### config.mk
export PLATFORM = sky130hd
export DESIGN_NAME = switch_channel_mux
export DESIGN_NICKNAME = d
export VERILOG_FILES = /design/src/rtl/switch_channel_mux_pkg.sv /design/src/rtl/switch_channel_mux_debounce.sv /design/src/rtl/switch_channel_mux.sv
export SDC_FILE = /design/constraint.sdc
export NUM_CORES = 1
export LEC_CHECK = 0
export ABC_AREA = 1
export BUFFER_PORTS_ARGS = -buffer_cell sky130_fd_sc_hd__buf_2
export CAP_MARGIN = 20
export CORE_UTILIZATION = 55
export DETAILED_ROUTE_END_ITERATION = 6
export GPL_ROUTABILITY_DRIVEN = 0
export PLACE_DENSITY = 0.72
export SYNTH_ARGS = -nofsm -noshare
export SYNTH_HDL_FRONTEND = slang
export SYNTH_HIERARCHICAL = 1
export SYNTH_SLANG_ARGS = --single-unit
export TNS_END_PERCENT = 10
### constraint.sdc
create_clock -name i_Clk -period 1.6 [get_ports i_Clk]
set_input_delay 0.16 -clock i_Clk [delete_from_list [all_inputs] [get_ports i_Clk]]
set_output_delay 0.16 -clock i_Clk [all_outputs]
set_load 0.02 [all_outputs]
### src/rtl/switch_channel_mux_pkg.sv
// Shared types and helpers for the switch-driven channel mux.
package switch_channel_mux_pkg;

    localparam int DEFAULT_DEBOUNCE_LIMIT = 250000;

    typedef enum logic [1:0] {
        STEP_NONE = 2'd0,
        STEP_NEXT = 2'd1,
        STEP_PREV = 2'd2
    } step_e;

    // Simultaneous Next and Prev rises cancel, so the pointer holds.
    function automatic step_e step_decode(input logic next_rise, input logic prev_rise);
        step_e s;
        s = STEP_NONE;
        if (next_rise && !prev_rise) s = STEP_NEXT;
        else if (prev_rise && !next_rise) s = STEP_PREV;
        return s;
    endfunction

endpackage

### src/rtl/switch_channel_mux_debounce.sv
// Single-switch debouncer: the output follows the raw input only after the raw
// level has differed from it for DEBOUNCE_LIMIT consecutive cycles.
module switch_debounce
    import switch_channel_mux_pkg::*;
#(
    parameter int DEBOUNCE_LIMIT = DEFAULT_DEBOUNCE_LIMIT
) (
    input  logic i_Clk,
    input  logic i_Rst_L,
    input  logic i_Switch,
    output logic o_Switch
);

    localparam int CNT_W = (DEBOUNCE_LIMIT > 1) ? $clog2(DEBOUNCE_LIMIT) : 1;

    logic [CNT_W-1:0] cnt_q;
    logic             state_q;

    always_ff @(posedge i_Clk) begin
        if (!i_Rst_L) begin
            cnt_q   <= '0;
            state_q <= 1'b0;
        end else if (i_Switch == state_q) begin
            cnt_q <= '0;
        end else if (cnt_q == CNT_W'(DEBOUNCE_LIMIT - 1)) begin
            cnt_q   <= '0;
            state_q <= i_Switch;
        end else begin
            cnt_q <= cnt_q + CNT_W'(1);
        end
    end

    assign o_Switch = state_q;

endmodule

### src/rtl/switch_channel_mux.sv
// Push-switch driven channel selector: debounced Next/Prev step a wrapping
// pointer, the selected channel is registered onto o_Data unless Hold is set.
module switch_channel_mux
    import switch_channel_mux_pkg::*;
#(
    parameter  int CHANNELS       = 4,
    parameter  int WIDTH          = 4,
    parameter  int DEBOUNCE_LIMIT = DEFAULT_DEBOUNCE_LIMIT,
    localparam int SEL_W          = $clog2(CHANNELS)
) (
    input  logic                      i_Clk,
    input  logic                      i_Rst_L,
    input  logic                      i_Switch_Next,
    input  logic                      i_Switch_Prev,
    input  logic                      i_Switch_Hold,
    input  logic [CHANNELS*WIDTH-1:0] i_Data,
    output logic [WIDTH-1:0]          o_Data,
    output logic [SEL_W-1:0]          o_Sel,
    output logic [CHANNELS-1:0]       o_Sel_Onehot,
    output logic                      o_Sel_Changed
);

    logic next_db, prev_db, hold_db;

    switch_debounce #(.DEBOUNCE_LIMIT(DEBOUNCE_LIMIT)) u_db_next (
        .i_Clk(i_Clk), .i_Rst_L(i_Rst_L), .i_Switch(i_Switch_Next), .o_Switch(next_db)
    );
    switch_debounce #(.DEBOUNCE_LIMIT(DEBOUNCE_LIMIT)) u_db_prev (
        .i_Clk(i_Clk), .i_Rst_L(i_Rst_L), .i_Switch(i_Switch_Prev), .o_Switch(prev_db)
    );
    switch_debounce #(.DEBOUNCE_LIMIT(DEBOUNCE_LIMIT)) u_db_hold (
        .i_Clk(i_Clk), .i_Rst_L(i_Rst_L), .i_Switch(i_Switch_Hold), .o_Switch(hold_db)
    );

    logic                next_db_q, prev_db_q;
    logic [SEL_W-1:0]    sel_q, sel_d;
    logic [CHANNELS-1:0] onehot_q, onehot_d;
    logic [WIDTH-1:0]    data_q, sel_data;
    logic                changed_q;
    step_e               step;

    assign step = step_decode(next_db & ~next_db_q, prev_db & ~prev_db_q);

    // Explicit wrap compares keep the pointer inside 0..CHANNELS-1 for any count.
    always_comb begin
        sel_d = sel_q;
        case (step)
            STEP_NEXT: sel_d = (sel_q == SEL_W'(CHANNELS - 1)) ? '0 : sel_q + SEL_W'(1);
            STEP_PREV: sel_d = (sel_q == '0) ? SEL_W'(CHANNELS - 1) : sel_q - SEL_W'(1);
            default:   sel_d = sel_q;
        endcase
    end

    always_comb begin
        onehot_d = '0;
        for (int k = 0; k < CHANNELS; k++)
            onehot_d[k] = (sel_d == SEL_W'(k));
    end

    always_comb begin
        sel_data = '0;
        for (int k = 0; k < CHANNELS; k++)
            if (sel_q == SEL_W'(k)) sel_data = i_Data[k*WIDTH +: WIDTH];
    end

    always_ff @(posedge i_Clk) begin
        if (!i_Rst_L) begin
            next_db_q <= 1'b0;
            prev_db_q <= 1'b0;
            sel_q     <= '0;
            onehot_q  <= CHANNELS'(1);
            data_q    <= '0;
            changed_q <= 1'b0;
        end else begin
            next_db_q <= next_db;
            prev_db_q <= prev_db;
            sel_q     <= sel_d;
            onehot_q  <= onehot_d;
            changed_q <= (step != STEP_NONE);
            if (!hold_db) data_q <= sel_data;
        end
    end

    assign o_Data        = data_q;
    assign o_Sel         = sel_q;
    assign o_Sel_Onehot  = onehot_q;
    assign o_Sel_Changed = changed_q;

endmodule

==> reports/metrics.yaml <==
status: "completed"
ir_drop_mv: 0.583
synth.top_cells.by_area: "dfxtp_1, nand2_1, nor2_1, a21oi_1, nand3_1"
crit_family: "simple AND/OR/NAND/NOR gates"
dr.first_iter.drc_count: 87
area_delta_synth_final_pct: 11.7
fin_nets: 592
grt_pass1_vias: 2821
core_area_um2: 6350
clockBufferDepth: 2
cts_sinks: 70
die_w_um: 83.0
tns_ns: 0
synth_top_area_share_pct: 38.8
ys_seq_area_share_pct: 38.8
path_max_fanout: 5
synth_area_um2: 3610
p_switching_uw: 716
p_seq_share_pct: 55.1
clkPwrFrac_pct: 41.4
fin_ws_ns: 0.151
vias: 3155
design.portCount: 32
die_height_um: 83.0
fmax_ghz: 0.690
slew_headroom_pct: 73.7
final_common_cell: "nand2_1"
placedCellCount: 628
final_cell_mix: "nand2_1, nor2_1, dfxtp_1, inv_1, a21oi_1"
route.detailed.drc: 0
critical-path-max-stage-delay_ns: 0.40
internal_power_uw: 2480
hold_buffers: 0
post_cts_buffers: 0
root_buffer: "clkbuf_8"
tightestPinTransition_ns: 0.393
crit_required_ns: 1.87
synth.ff_latch_count: 70
comb_power_share_pct: 3.5
placementRows: 29
cts_tree: "yes"
grt_pass1_wl_um: 11800
syn_inst: 524
worstPathCellList: "ha_1 -> nand3_1 -> nor2_4 -> nand2_1 -> or2_0 -> a21oi_1"
clock_latency_ns: 0.34
drv_slew: 0
leakage_uw: 0.00151
drt_wl_total_um: 6700
grt_max_degree: 19
end_kind: "flip-flop"
fin_crit_sh_pct: 90.6
ys_types: 22
grt_overflow_total: 0
htreeDepth: 3
antenna_found_initial: 0
hpwl_um: 4990
postRouteAntennaNets: 0
fin_skew_ns: 0.00852
wire_per_inst_um: 10.4
dieArea_um2: 6890
arrival_ns: 1.72
critPathSlowestCell: "dfxtp_1"
grt_use_total_pct: 21.0
fin_crit_ns: 1.45
cts_buffers: 9
hold_path.class: "in -> reg"
powerDensity_nw_per_um2: 794
num_antenna_cells: 0
io_buffers: 31
synth_nets: 554
yosysWarningCount: 6
setup_violations: 0
final_cells: 644
cap_violations: 0
firstDrtPassIters: 5
avgSynthCellArea_um2: 6.88
setup.worst_path.class: "reg -> reg"
power.total_uw: 3200
final_util_pct: 63.5
switching_share_pct: 22.4
cts_resized: 0
rsz0062_at_grt: "false"
crit_path_start_kind: "flip-flop"
path_clk_slew_ns: 0.07
hold_viol: 0
start_util_pct: 56.8
yosysTopAreaCell: "dfxtp_1"
crit_buf_inv: 0
place_ws_ns: 0.0765
routed_via_density: 4.90
drive_gt1_share_pct: 12.5
-- metal layers --
metal  part of all wire [%]  track usage (%)
met1                     48             26.1
met2                     46             33.8
met3                    4.2             5.57
met4                    1.7             9.72
met5                      0                0
-- cells in the mapped netlist --
master    instances
xnor2_1           6
inv_2             2
nand2_4           3
nor2_2            6
dfxtp_1          70
or2_2             3
nand2_2           1
nor2_1          113
ha_1              9
nand3b_4          3
buf_6             5
nand2_1         132
xor2_1           21
nand3_2           2
a21oi_1          41
inv_1            49
nor2_4            1
o21ai_0          10
buf_2             1
nand3_1          37
nand4_1           3
or2_0             6
-- sequential cells by signal, indices dropped and copies added (netlist names) --
| name | flops |
|---|---|
| o_Data | 4 |
| next_db_q | 1 |
| u_db_next/o_Switch | 1 |
| o_Sel_Changed | 1 |
| u_db_prev/cnt_q | 18 |
| u_db_prev/o_Switch | 1 |
| u_db_next/cnt_q | 18 |
| u_db_hold/o_Switch | 1 |
| prev_db_q | 1 |
| o_Sel | 2 |
| u_db_hold/cnt_q | 18 |
| o_Sel_Onehot | 4 |
-- path summary, 6_finish.rpt --
path / slack [ns] / to / depth (start not counted) / from
max: 0.15 / u_db_hold/cnt_q[10] / 6 / u_db_hold/cnt_q[0]
min: 0.12 / o_Data[3] / 3 / i_Data[15]
max reg2reg: 0.15 / u_db_hold/cnt_q[10] / 6 / u_db_hold/cnt_q[0]
min reg2reg: 0.45 / next_db_q / 2 / u_db_next/o_Switch
-- area by class of cell --
cell class                 instances  area (µm²)
timing repair buffer              33         170
sequential                        70        1400
fill                             594        2320
inverter                          51         191
clock inverter                     3        17.5
multi-input combinational        397        1980
tap                               77        96.3
clock buffer                      13         169
-- kinds of logic after synthesis --
kind of cell | count (synthesis) | share of synthesized area, %
and+or+nand+nor | 310 | 37.4
AOI/OAI and AO/OA | 51 | 7.08
adders and majority gates | 9 | 3.12
DFF | 70 | 38.8
xor gates and xnor gates | 27 | 6.56
buffers and inverters | 57 | 7.01
-- worst register-to-register path, delay by kind of cell, from the launching register on --
family	cells	cell delay, ns
AOI/OAI and AO/OA	1	0.13
and+or+nand+nor	4	0.64
adders and majority gates	1	0.22
DFF	1	0.40
-- power groups by stage --
stage / Clock, µW / Sequential, µW / Combinational, µW
floorplan: 0 / 1810 / 64.5
global placement: 0 / 1800 / 108
detailed placement: 0 / 1800 / 109
CTS: 1370 / 1760 / 109
global route: 1440 / 1760 / 126
finish: 1330 / 1760 / 112
-- per-stage QoR --
step / hold slack (ns) / area (µm²)
6_report: 0.116 / 4030
3_5_place_dp: 0.461 / 3810
2_1_floorplan: 0.281 / 3610
5_1_grt: 0.111 / 4030
4_1_cts: 0.0950 / 4000
3_3_place_gp: 0.454 / 3810
Power figures use the tool's default switching activity.
